===== src/rtl/flash_timer_pkg.sv =====
// Shared definitions for the flash timer bank: channel state encoding,
// display mode constants and default timing constants for a 50 MHz clock.
package flash_timer_pkg;

  typedef enum logic {
    ST_IDLE = 1'b0,
    ST_RUN  = 1'b1
  } ch_state_t;

  localparam logic MODE_STEADY = 1'b0;
  localparam logic MODE_BLINK  = 1'b1;

  // 1 ms tick at 50 MHz
  localparam int TICK_DIV_1MS       = 50000;
  localparam int BLINK_HALF_DEFAULT = 250;
  localparam int CNT_W_DEFAULT      = 16;
  localparam int CHANNELS_DEFAULT   = 4;

endpackage


===== src/rtl/flash_timer_channel.sv =====
// One flash timer channel: turns a start request into a window of
// 'duration' ticks, steady or blinking, with abort, retrigger and a
// one-cycle completion pulse. All outputs come straight from registers.
module flash_timer_channel
  import flash_timer_pkg::*;
#(
  parameter int CNT_W      = CNT_W_DEFAULT,
  parameter int BLINK_HALF = BLINK_HALF_DEFAULT,
  parameter int RETRIGGER  = 1
) (
  input  logic             CLK_50MHZ,
  input  logic             RST_N,
  input  logic             tick,
  input  logic             start,
  input  logic             stop,
  input  logic             blink,
  input  logic [CNT_W-1:0] duration,
  output logic             active,
  output logic             flash,
  output logic             done
);

  localparam int BW = (BLINK_HALF > 1) ? $clog2(BLINK_HALF + 1) : 1;
  localparam logic [BW-1:0] BHALF = BW'(BLINK_HALF);
  localparam logic RETRIG_EN = (RETRIGGER != 0);

  ch_state_t        state;
  logic [CNT_W-1:0] cnt;
  logic [BW-1:0]    bcnt;
  logic             phase;
  logic             mode;
  logic             dur_zero;

  assign dur_zero = (duration == '0);

  // Channel FSM with duration counter, blink divider and registered outputs
  always_ff @(posedge CLK_50MHZ or negedge RST_N) begin
    if (!RST_N) begin
      state  <= ST_IDLE;
      cnt    <= '0;
      bcnt   <= '0;
      phase  <= 1'b0;
      mode   <= MODE_STEADY;
      active <= 1'b0;
      flash  <= 1'b0;
      done   <= 1'b0;
    end else begin
      done <= 1'b0;
      case (state)
        ST_IDLE: begin
          // stop beats a coincident start; a zero-length start just reports done
          if (start && !stop) begin
            if (!dur_zero) begin
              state  <= ST_RUN;
              cnt    <= duration;
              mode   <= blink;
              phase  <= 1'b1;
              bcnt   <= BHALF;
              active <= 1'b1;
              flash  <= 1'b1;
            end else begin
              done <= 1'b1;
            end
          end
        end
        ST_RUN: begin
          if (stop) begin
            // abort: silent return to idle
            state  <= ST_IDLE;
            phase  <= 1'b0;
            active <= 1'b0;
            flash  <= 1'b0;
          end else if (RETRIG_EN && start) begin
            // reload takes priority over a coincident expiry tick
            if (!dur_zero) begin
              cnt    <= duration;
              mode   <= blink;
              phase  <= 1'b1;
              bcnt   <= BHALF;
              flash  <= 1'b1;
            end else begin
              state  <= ST_IDLE;
              phase  <= 1'b0;
              active <= 1'b0;
              flash  <= 1'b0;
              done   <= 1'b1;
            end
          end else if (tick) begin
            if (cnt == CNT_W'(1)) begin
              // natural expiry
              state  <= ST_IDLE;
              phase  <= 1'b0;
              active <= 1'b0;
              flash  <= 1'b0;
              done   <= 1'b1;
            end else begin
              cnt <= cnt - CNT_W'(1);
              if (mode == MODE_BLINK) begin
                if (bcnt == BW'(1)) begin
                  bcnt  <= BHALF;
                  phase <= ~phase;
                  flash <= ~phase;
                end else begin
                  bcnt <= bcnt - BW'(1);
                end
              end
            end
          end
        end
        default: begin
          state <= ST_IDLE;
        end
      endcase
    end
  end

endmodule


===== src/rtl/flash_timer_bank.sv =====
// Bank of independent flash timer channels sharing a single tick prescaler.
module flash_timer_bank
  import flash_timer_pkg::*;
#(
  parameter int CHANNELS   = CHANNELS_DEFAULT,
  parameter int CNT_W      = CNT_W_DEFAULT,
  parameter int TICK_DIV   = TICK_DIV_1MS,
  parameter int BLINK_HALF = BLINK_HALF_DEFAULT,
  parameter int RETRIGGER  = 1
) (
  input  logic                CLK_50MHZ,
  input  logic                RST_N,
  input  logic [CHANNELS-1:0] start,
  input  logic [CHANNELS-1:0] stop,
  input  logic [CHANNELS-1:0] blink,
  input  logic [CNT_W-1:0]    duration,
  output logic [CHANNELS-1:0] active,
  output logic [CHANNELS-1:0] flash,
  output logic [CHANNELS-1:0] done
);

  localparam int PW = (TICK_DIV > 1) ? $clog2(TICK_DIV) : 1;
  localparam logic [PW-1:0] PLAST = PW'(TICK_DIV - 1);

  logic [PW-1:0] pcnt;
  logic          tick;

  // With TICK_DIV=1 the counter sits at 0 and tick is permanently high
  assign tick = (pcnt == PLAST);

  // Free-running prescaler; starts never disturb it
  always_ff @(posedge CLK_50MHZ or negedge RST_N) begin
    if (!RST_N) begin
      pcnt <= '0;
    end else if (tick) begin
      pcnt <= '0;
    end else begin
      pcnt <= pcnt + PW'(1);
    end
  end

  for (genvar g = 0; g < CHANNELS; g++) begin : g_ch
    flash_timer_channel #(
      .CNT_W      (CNT_W),
      .BLINK_HALF (BLINK_HALF),
      .RETRIGGER  (RETRIGGER)
    ) u_ch (
      .CLK_50MHZ (CLK_50MHZ),
      .RST_N     (RST_N),
      .tick      (tick),
      .start     (start[g]),
      .stop      (stop[g]),
      .blink     (blink[g]),
      .duration  (duration),
      .active    (active[g]),
      .flash     (flash[g]),
      .done      (done[g])
    );
  end

endmodule


===== config.mk =====
export PLATFORM = sky130hd
export DESIGN_NAME = flash_timer_bank
export DESIGN_NICKNAME = d
export VERILOG_FILES = /design/src/rtl/flash_timer_pkg.sv /design/src/rtl/flash_timer_channel.sv /design/src/rtl/flash_timer_bank.sv
export SDC_FILE = /design/constraint.sdc
export NUM_CORES = 1
export LEC_CHECK = 0
export ABC_AREA = 1
export CORE_ASPECT_RATIO = 1.75
export CORE_MARGIN = 2
export CORE_UTILIZATION = 60
export DETAILED_ROUTE_END_ITERATION = 8
export PLACE_DENSITY_LB_ADDON = 0.15
export SYNTH_ARGS = -nofsm -noshare
export SYNTH_HDL_FRONTEND = slang
export SYNTH_SLANG_ARGS = --single-unit

===== constraint.sdc =====
create_clock -name CLK_50MHZ -period 2.66 [get_ports CLK_50MHZ]
set_clock_uncertainty 0.1 [all_clocks]
set_input_delay 0.532 -clock CLK_50MHZ [delete_from_list [all_inputs] [get_ports CLK_50MHZ]]
set_output_delay 0.532 -clock CLK_50MHZ [all_outputs]
set_load 0.01 [all_outputs]

# --- Word level (Yosys, flattened, before mapping) ---
# Index checks and enable logic that the tools add are counted.
op_classes:
  add_sub_neg: 9
  n_eq_ne: 57
  n_mux: 189
  n_bitwise: 8
  reduce_logical: 29
op_table:
  columns: ["cell", "n"]
  rows:
  - ["2-to-1 mux 16 bit", 25]
  - ["2-to-1 mux 8 bit", 32]
  - ["one-hot mux 16 bit (2 select lines)", 4]
  - ["2-to-1 mux 1 bit", 104]
  - ["== test 16 x 1 -> 1 bit, second input constant", 4]
  - ["one-hot mux 8 bit (2 select lines)", 4]
  - ["subtractor 16 x 1 -> 16 bit, second input constant", 4]
  - ["AND reduction 5 bit", 12]
  - ["!= test 4 bit, second input constant", 11]
  - ["!= test 5 bit, second input constant", 8]
  - ["one-hot mux 1 bit (2 select lines)", 20]
  - ["!= test 3 bit, second input constant", 11]
  - ["== test 8 x 1 -> 1 bit, second input constant", 4]
  - ["subtractor 8 x 1 -> 8 bit, second input constant", 4]
  - ["!= test 2 bit, second input constant", 12]
  - ["adder 16 x 1 -> 16 bit, second input constant", 1]
  - ["== test 16 bit, second input constant", 1]
  - ["logical NOT 16 bit", 1]
  - ["AND reduction 4 bit", 4]
  - ["AND reduction 3 bit", 4]
  - ["!= test 2 x 1 -> 1 bit, second input constant", 4]
  - ["NOT 1 bit", 8]
  - ["logical AND 1 bit", 4]
  - ["logical NOT 1 bit", 4]
  - ["2 further kinds", 2]
word_totals:
  regBits: 132
  input_bits: 30
  word_cells: 321

# --- Longest topological paths before layout ---
# Gate-level depths: netlist of the first run.
logic_depth:
  depth_word: 8
  mapped_depth: 13

# --- Hierarchy ---
# From an unflattened synthesis of the first run, not the netlist that was laid out.
unflattened:
  cells_unflattened: 1568
  area_unflattened_um2: 10121.0
modules_own_cells:
  columns: ["mod", "n_inst", "cells_per_inst", "area_per_inst_um2", "seq_area_each_um2"]
  rows:
  - ["flash_timer_channel at g_ch[0].u_ch ...", 2, 345, 2329.7, 725.7]
  - ["flash_timer_channel at g_ch[2].u_ch", 1, 379, 2293.4, 725.7]
  - ["flash_timer_channel at g_ch[3].u_ch", 1, 378, 2290.9, 725.7]
  - ["flash_timer_bank", 1, 121, 877.1, 400.4]

# --- Worst setup path before layout of the first run ---
# Ideal clock, no wire load.
synth_timing:
  kind: "input to register"
  startpoint: "in start[1]"
  endpoint: "reg g_ch[1].u_ch.cnt[8]"
  setup_time_ps: 117
  t_arrival_ps: 1638
  required_ps: 2443
  path_slack_ps: 805
  path_stages: 10
  path_cell_list: "inv_1 -> clkbuf_1 -> nand3_1 -> nand2_1 -> nand2_2 -> nand2_4 -> clkinv_4 -> buf_6 -> nand3_1 -> nand2_1"
synth_via:
  elab_chain_cells: 3
synth_lines:
  columns: ["element", "line", "rtl"]
  rows:
  - ["start, declared", "flash_timer_bank.sv:13", "input logic [CHANNELS-1:0] start,"]
  - ["2-to-1 mux 16 bit or logical AND 1 bit (tied branches)", "flash_timer_channel.sv:73, flash_timer_channel.sv:52", null]
  - ["2-to-1 mux 16 bit or != test 2 x 1 -> 1 bit (tied branches)", null, null]
  - ["one-hot mux 16 bit (2 select lines) or AND reduction 4 bit (tied branches)", null, null]
  - ["end signal, assigned", "flash_timer_channel.sv:55", "cnt <= duration;"]
  - ["end signal, assigned", "flash_timer_channel.sv:76", "cnt <= duration;"]
  - ["end signal, assigned", "flash_timer_channel.sv:97", "cnt <= cnt - CNT_W'(1);"]
  - ["end, declared", "flash_timer_channel.sv:28", "logic [CNT_W-1:0] cnt;"]
# Several ways; a longest one is shown, not always the timed one. The select of a mux whose other input is x is not followed.
# A chain may end at the register's enable or synchronous reset.

# --- Final worst setup path of the first run ---
layout_timing:
  startpoint: "reg pcnt[0]"
  endpoint: "reg g_ch[3].u_ch.cnt[14]"
layout_via:
  elab_chain_cells: 3
layout_lines:
  columns: ["element", "line", "rtl"]
  rows:
  - ["start, declared", "flash_timer_bank.sv:25", "logic [PW-1:0] pcnt;"]
  - ["start signal, assigned", "flash_timer_bank.sv:38", "pcnt <= pcnt + PW'(1);"]
  - ["== test 16 bit", "flash_timer_bank.sv:29", "assign tick = (pcnt == PLAST);"]
  - ["!= test 3 bit (no source line)", null, null]
  - ["AND reduction 4 bit (no source line)", null, null]
  - ["end signal, assigned", "flash_timer_channel.sv:55", null]
  - ["end signal, assigned", "flash_timer_channel.sv:76", null]
  - ["end signal, assigned", "flash_timer_channel.sv:97", null]
  - ["end, declared", "flash_timer_channel.sv:28", null]
# No other way between the ends.

==> results of run 1 <==
-- cell usage after synthesis (all sizes together) --
cell type and n:
nand2 551, nand3 192, nor2 182, inv 178, dfrtp 132, o21ai 97
a21oi 45, buf 37, nand4 32, clkbuf 25, nor3 22, xor2 21
o211ai 18, ha 17, nand3b 10, o22ai 4, clkinv 2, or2 2
xnor2 2, a21boi 1, a31oi 1, mux2 1, nor4 1, o31ai 1
-- critical path: stages (launching register included) --
cell     delay (ps)
dfrtp_1         370
ha_1            190
nand3_1         220
nor2_2          190
nand2_2         260
buf_4           250
nand2_2          80
nand3_2         200
inv_2           310
nand3_1         130
nand2_1          70
inv_1            40
-- area by class of cell --
class,instances,share of cell area
multi-input combinational,1200,0.494
sequential,132,0.294
timing repair buffer,86,0.0726
inverter,180,0.0606
clock buffer,21,0.0419
tap,192,0.0214
clock inverter,11,0.0155
-- routing by layer --
layer / wire length [µm] / GRT usage / up-vias
met1: 11000 / 0.391 / 4934
li1: - / - / 5113
met5: 13 / 0 / -
met3: 1470 / 0.0500 / 100
met4: 1330 / 0.184 / 2
met2: 14600 / 0.602 / 348
-- flip-flops by register name (all words and copies together), names as in the netlist --
name / cells
pcnt: 16
g_ch.u_ch.bcnt: 32
g_ch.u_ch.flash: 3
g_ch.u_ch.mode: 4
g_ch.u_ch.cnt: 64
g_ch.u_ch.active: 4
g_ch.u_ch.phase: 1
g_ch.u_ch.state: 4
g_ch.u_ch.done: 4
-- path summary, 6_finish.rpt --
check                        start                   end
hold reg to reg            pcnt[0]               pcnt[0]
setup / recovery           pcnt[0]  g_ch[3].u_ch.cnt[14]
min in group asynchronous    RST_N  g_ch[0].u_ch.cnt[15]
hold / removal             pcnt[0]               pcnt[0]
max in group asynchronous    RST_N  g_ch[1].u_ch.bcnt[0]
setup reg to reg           pcnt[0]  g_ch[3].u_ch.cnt[14]
-- repair_timing --
item                       4_1_cts  5_1_grt
hold buffers                     1        0
hold endpoints to repair        45        0
gates resized for setup          0        1
setup endpoints to repair        0        1
-- power by group --
group | total [mW] | internal [mW] | switching (mW)
combinational | 2.14 | 0.764 | 1.38
clock | 2.58 | 1.65 | 0.935
sequential | 2.81 | 2.37 | 0.442
total | 7.53 | 4.78 | 2.75
-- logic make-up after synthesis --
kind of cell	count (synthesis)	synth area share
compound gates	167	0.0920
xor+xnor	23	0.0204
fa+ha+maj	17	0.0216
buf+inv	242	0.104
mux	1	0.00114
simple gates	992	0.426
flops	132	0.335
==> impl_results.md, run 1 <==
* Clock period minus final worst setup slack at 2510 ps
* Total number of nets in the final design at 1,664
* Avg WL per Cell at 15.6 µm
* Clock-pin slew on the worst setup and hold paths at 60 ps
* Kind of start point of the critical path: flip-flop
* Total Neg Setup Slack at 0 ps
* Total standard cell area after synthesis at 9860 µm²
* # H-tree levels at 4
* Count of routing violations after the opening detailed-route iteration at 857
* Pre-CTS setup slack at 178 ps
* Vias per Instance at 5.76
* Clock tree root buffer cell: clkbuf_16
* HPWL after detailed placement at 20,100 µm
* Top-level I/O count at 42
* Count of filler cells inserted in the layout at 1,492
* Total Routing Usage GR at 0.342
* Total of endpoints with negative setup slack in the final report at 0
* Effective utilization at floorplan at 0.606
* Post-CTS Setup Bufs at 0
* Flop and latch count out of synthesis at 132
* CP endpoint kind: flip-flop
* Number of different library cells in the post-synthesis netlist at 38
* R2R cell count at 11
* Area taken by multi-input logic gates at 5540 µm²
* Total Power Consumption at 7.53 mW
* Row count at 62
* Number of design rule violations left after detail routing at 0
* Class of the worst hold path: reg -> reg
* Number of nets still failing antenna checks after routing at 0
* Largest net degree at the start of global routing at 48
* CTS Buffer Depth at 2
* Most frequent cells in the layout: nand2_1 (541), nand3_1 (190), inv_1 (171), nor2_1 (170), dfrtp_1 (132)
* Run status: finished clean
* Synthesized area per cell at 6.27 µm²
* Area share of the leading cell type in the synthesized netlist at 0.335
* Pwr Density at 671 nW/µm²
* IR drop worst, VDD at 0.434 mV
* Worst Hold Margin at 368 ps
* DP Cell Count at 1,789
* Antenna violations before repair at 1
* Wirelength, routed at 28,400 µm
* Commonest non-fill, non-tap cell in the layout: nand2_1
* Routed via count at 10,497
* Critical Setup Path Class: reg -> reg
* CTS tree: done
* Vias in the first global route at 10,404
* Slew at the pin closest to its max-slew limit at 614 ps
* Standard cell core area at 16,300 µm²
* Final number of hold-violating endpoints at 0
* Port Buf Inserts at 41
* Cell area after layout at 11,200 µm²
* GP Congestion at 0.956
* Number of cells on the worst hold path at 1
* Leakage power summed over all cells at 5.73 nW
* # diodes at 0
* Global-route wire length before repair at 48,200 µm
* Num CTS Buffers at 17
* Number of sinks on the clock net at 132
* Cell count after synthesis at 1,574
* Max Clk Rate at 0.399 GHz
* Count of warnings emitted by yosys at 0
* Net count after synthesis at 1,621
* Final cycle utilization of the critical path at 0.943
* DP Area at 10,600 µm²
* Die Footprint at 17,500 µm²
* Grt ovf at 0
* Count of non-filler cells in the finished layout at 1,822
* CP Max Fanout at 17
* Sequential Area at 3300 µm²
* Fraction of layout cells with a size suffix above 1 at 0.0687
* Required time reported for the critical path endpoint at 2890 ps
* Final core area utilization at 0.689
* Clock latency on the worst-skew pair at 440 ps
* First drt pass iteration count at 6
* RSZ-0062 raised after global routing: false
* PnR worst setup slack at 152 ps
* R2R setup slack at 150 ps
* Total of max-cap violations at 0
* Max-slew headroom at 0.588
* Die outline width at 101 µm
* Die H at 174 µm
* Synth-to-Final Area Change at 13.8%
* Final-report max-slew violation count at 0
* Data arrival, critical path at 2730 ps
* Sequential element share of the synthesized area at 0.335
* Top cells by area in the synthesized netlist: dfrtp_1 (33%), nand2_1 (21%), nand3_1 (9.6%)
* Leading area contributor after synthesis: dfrtp_1
Note: power is estimated with default switching activity, not from simulation.
==> inputs of run 2 (changes only) <==
--- a/config.mk
+++ b/config.mk
@@ -6,11 +6,11 @@
 export NUM_CORES = 1
 export LEC_CHECK = 0
 export ABC_AREA = 1
-export CORE_ASPECT_RATIO = 1.75
 export CORE_MARGIN = 2
 export CORE_UTILIZATION = 60
 export DETAILED_ROUTE_END_ITERATION = 8
 export PLACE_DENSITY_LB_ADDON = 0.15
 export SYNTH_ARGS = -nofsm -noshare
 export SYNTH_HDL_FRONTEND = slang
+export SYNTH_HIERARCHICAL = 1
 export SYNTH_SLANG_ARGS = --single-unit
==> impl_results.md, run 2 <==
* Most repeated cell in the gate-level netlist after synthesis: nand2_1
* Critical Setup Path Class: reg -> reg
* Die Footprint at 17,900 µm² (+2.3%)
* Max-slew headroom at 0.654 (+0.0662)
* CP delay by family, top: simple AND/OR/NAND/NOR gates
* Die H at 134 µm (-23%)
* Port Buf Inserts at 41 (unchanged)
* Number of flip-flops under the largest register name at 64 (unchanged)
* Most used routing layer: met2
* Standard cell with the maximum stage delay on the critical path: dfrtp_1
* GP Congestion at 0.926 (-3.2%)
* Post-CTS Setup Bufs at 0 (unchanged)
* IR drop worst, VDD at 0.506 mV (+17%)
* Number of nets still failing antenna checks after routing at 0 (unchanged)
* Synth Area in XOR/XNOR at 0.00952 (-0.0109)
* Pre-CTS setup slack at 42.0 ps (-136 ps)
* Global routing usage on met1 at 0.399 (+0.00793)
* Number of buffers and inverters on the critical path at 4 (+1)
* Most frequent cells in the layout: nand2_1 (464), nor2_1 (251), inv_1 (196), nand3_1 (157), dfrtp_1 (132)
* # H-tree levels at 4 (unchanged)
* Final core area utilization at 0.698 (+0.00932)
* Clock-pin slew on the worst setup and hold paths at 60 ps (about the same)
* Standard cell core area at 16,500 µm² (+1.4%)
* Met2 Usage GRT at 0.501 (-0.101)
* Top cells by instance count after synthesis: nand2_1 (464), nor2_1 (251), inv_1 (196)
* Total Routing Usage GR at 0.301 (-0.0411)
* Synth-to-Final Area Change at 14.0%
* Cells traversed along the worst timing path: ha_1 > nand3_2 > nor2_1 > nand2_2 > clkinv_2 > inv_1 > nor2_1 > nand2_4 > nand2_2 > buf_4 > nand2_1 > nand2_1 > inv_1
* CP Max Fanout at 11 (-6)
* Largest reg by FF count: g_ch.u_ch/cnt
* Flop and latch count out of synthesis at 132 (unchanged)
* CTS tree: done
* Primary flip-flop cell chosen by synthesis mapping: dfrtp_1
* Slew at the pin closest to its max-slew limit at 519 ps (-94.6 ps)
* Met3 capacity usage during global routing at 0.0552 (+0.00518)
* Sequential element share of the synthesized area at 0.326 (-0.00849)
* Clock latency on the worst-skew pair at 430 ps (about the same)
* Effective utilization at floorplan at 0.612 (+0.00695)
* Largest net degree at the start of global routing at 53 (+10%)
* Total of endpoints with negative setup slack in the final report at 0 (unchanged)
* Final number of hold-violating endpoints at 0 (unchanged)
* Routed via count at 10,207 (-2.8%)
* Post-synthesis share of cell area spent on and, or, nand and nor gates at 0.464 (+0.0379)
* Wirelength, routed at 26,300 µm (-7.4%)
* Count of warnings emitted by yosys at 6 (+6)
* Crit path largest cell delay at 400 ps (+30 ps)
* Row count at 47 (-24%)
* Clock period minus final worst setup slack at 2440 ps (-70.4 ps)
* Vias per Instance at 5.45 (-5.4%)
* Area share of the leading cell type in the synthesized netlist at 0.326 (-0.00849)
* Run status: finished clean
* Max Clk Rate at 0.410 GHz (+2.9%)
* Die outline width at 134 µm (+33%)
* First drt pass iteration count at 6 (unchanged)
* Avg WL per Cell at 14.0 µm (-9.9%)
* Top cells by area in the synthesized netlist: dfrtp_1 (33%), nand2_1 (17%), nor2_1 (9.3%)
* Async S/R FF share, synth at 1.00 (unchanged)
* Vias in the first global route at 9,448 (-9.2%)
* Total Neg Setup Slack at 0 ps (unchanged)
* Total number of nets in the final design at 1,687 (+1.4%)
* Synthesized area per cell at 6.45 µm² (+3.0%)
* Antenna violations before repair at 0 (-1)
* DP Cell Count at 1,840 (+2.9%)
* Clock tree root buffer cell: clkbuf_16
* Data arrival, critical path at 2660 ps (-70 ps)
* Final-report max-slew violation count at 0 (unchanged)
* Pwr Density at 555 nW/µm² (-17%)
* Total standard cell area after synthesis at 10,100 µm² (+2.6%)
* CTS Buffer Depth at 2 (unchanged)
* Combinational family with the most area after synthesis: simple AND/OR/NAND/NOR gates
* Class of the worst hold path: reg -> reg
* RSZ-0062 raised after global routing: false
* Count of routing violations after the opening detailed-route iteration at 898 (+4.8%)
* Required time reported for the critical path endpoint at 2880 ps (about the same)
* Global-route wire length before repair at 44,100 µm (-8.5%)
* # diodes at 0 (unchanged)
* Leading area contributor after synthesis: dfrtp_1
* Net count after synthesis at 1,615 (-0.37%)
* PnR worst setup slack at 222 ps (+70.4 ps)
* Count of filler cells inserted in the layout at 1,414 (-5.2%)
* Final cycle utilization of the critical path at 0.916 (-0.0265)
* Number of sinks on the clock net at 132 (unchanged)
* Number of design rule violations left after detail routing at 0 (unchanged)
* Fraction of synthesized area in multiplexers at 0 (-0.00114)
* Num CTS Buffers at 17 (unchanged)
* Adder-Cell Fraction of Synth Area at 0.0210 (-0.000546)
* Top-level I/O count at 42 (unchanged)
* Commonest non-fill, non-tap cell in the layout: nand2_1
* Top flop regs: g_ch.u_ch/cnt x64, g_ch.u_ch/bcnt x32, pcnt x16
* Number of different library cells in the post-synthesis netlist at 38 (unchanged)
* CP endpoint kind: flip-flop
* Post-synthesis compound-gate area fraction at 0.0763 (-0.0157)
* Count of flip-flops with a built-in enable after synthesis at 0 (unchanged)
* Count of non-filler cells in the finished layout at 1,873 (+2.8%)
* Kind of start point of the critical path: flip-flop
* Grt ovf at 0 (unchanged)
* Total of max-cap violations at 0 (unchanged)
* Total Power Consumption at 6.41 mW (-15%)
* Cell count after synthesis at 1,568 (-0.38%)
* Leakage power summed over all cells at 5.52 nW (-3.7%)
* HPWL after detailed placement at 18,800 µm (-6.5%)
* Fraction of layout cells with a size suffix above 1 at 0.108 (+0.0396)
-- run 2: cell count changes after synthesis, moves of 21 or more --
cell / delta
nand3_1: -33
nor2_1: +81
inv_1: +25
clkbuf_1: -21
nand3b_1: +23
o21ai_0: -32
nand2_1: -77
-- run 2: stage by stage --
stage / area, µm² / hold WS (ps)
3_3_place_gp: 10900 / 373
5_1_grt: 11500 / 416
6_report: 11500 / 401
2_1_floorplan: 10100 / 136
3_5_place_dp: 10900 / 395
4_1_cts: 11500 / 402
-- run 2: kinds of logic after synthesis --
group                    count (synthesis)
AO/OA/AOI/OAI                          135
XOR/XNOR                                11
flip-flops                             132
AND/OR/NAND/NOR                       1034
buffers and inverters                  239
adder cells (fa/ha/maj)                 17
-- run 2: final cells by class --
| cell class | instances | area (µm²) | area share |
|---|---|---|---|
| Multi-Input combinational cell | 1197 | 5790 | 0.501 |
| Sequential cell | 132 | 3300 | 0.286 |
| Timing Repair Buffer | 85 | 795 | 0.0688 |
| Inverter | 207 | 788 | 0.0683 |
| Clock buffer | 20 | 467 | 0.0404 |
| Tap cell | 220 | 275 | 0.0238 |
| Clock inverter | 12 | 129 | 0.0112 |
-- run 2: worst paths after layout --
kind | cells past startpoint | startpoint | to | slack (ps)
worst max register to register | 13 | pcnt[0] | g_ch[2].u_ch/cnt[11] | 220
max in group asynchronous | 3 | RST_N | pcnt[14] | 1230
worst min register to register | 1 | pcnt[0] | pcnt[0] | 400
worst min-delay path | 1 | pcnt[0] | pcnt[0] | 400
worst max-delay path | 13 | pcnt[0] | g_ch[2].u_ch/cnt[11] | 220
min in group asynchronous | 2 | RST_N | g_ch[0].u_ch/bcnt[3] | 530
-- run 2: worst register-to-register path, stage by stage, from the launching register on --
cell	delay, ps
dfrtp_1	400
ha_1	230
nand3_2	100
nor2_1	140
nand2_2	120
clkinv_2	210
inv_1	90
nor2_1	250
nand2_4	90
nand2_2	200
buf_4	230
nand2_1	70
nand2_1	70
inv_1	30
-- run 2: where the power goes --
| part | total (mW) | switching, mW | internal (mW) |
|---|---|---|---|
| combinational | 1.44 | 0.898 | 0.537 |
| sequential | 2.58 | 0.314 | 2.27 |
| clock | 2.39 | 0.941 | 1.45 |
| total | 6.41 | 2.15 | 4.26 |
-- run 2: what timing repair did --
| item | 4_1_cts | 5_1_grt |
|---|---|---|
| setup endpoints to repair | 0 | 18 |
| hold buffers | 1 | 0 |
| resized for setup | 0 | 2 |
| hold endpoints to repair | 49 | 0 |
-- run 2: metal layers --
metal	vias to the layer above	routed length, µm
li1	5094	-
met1	4716	11600
met2	346	12700
met3	51	1530
met4	0	530
met5	-	0
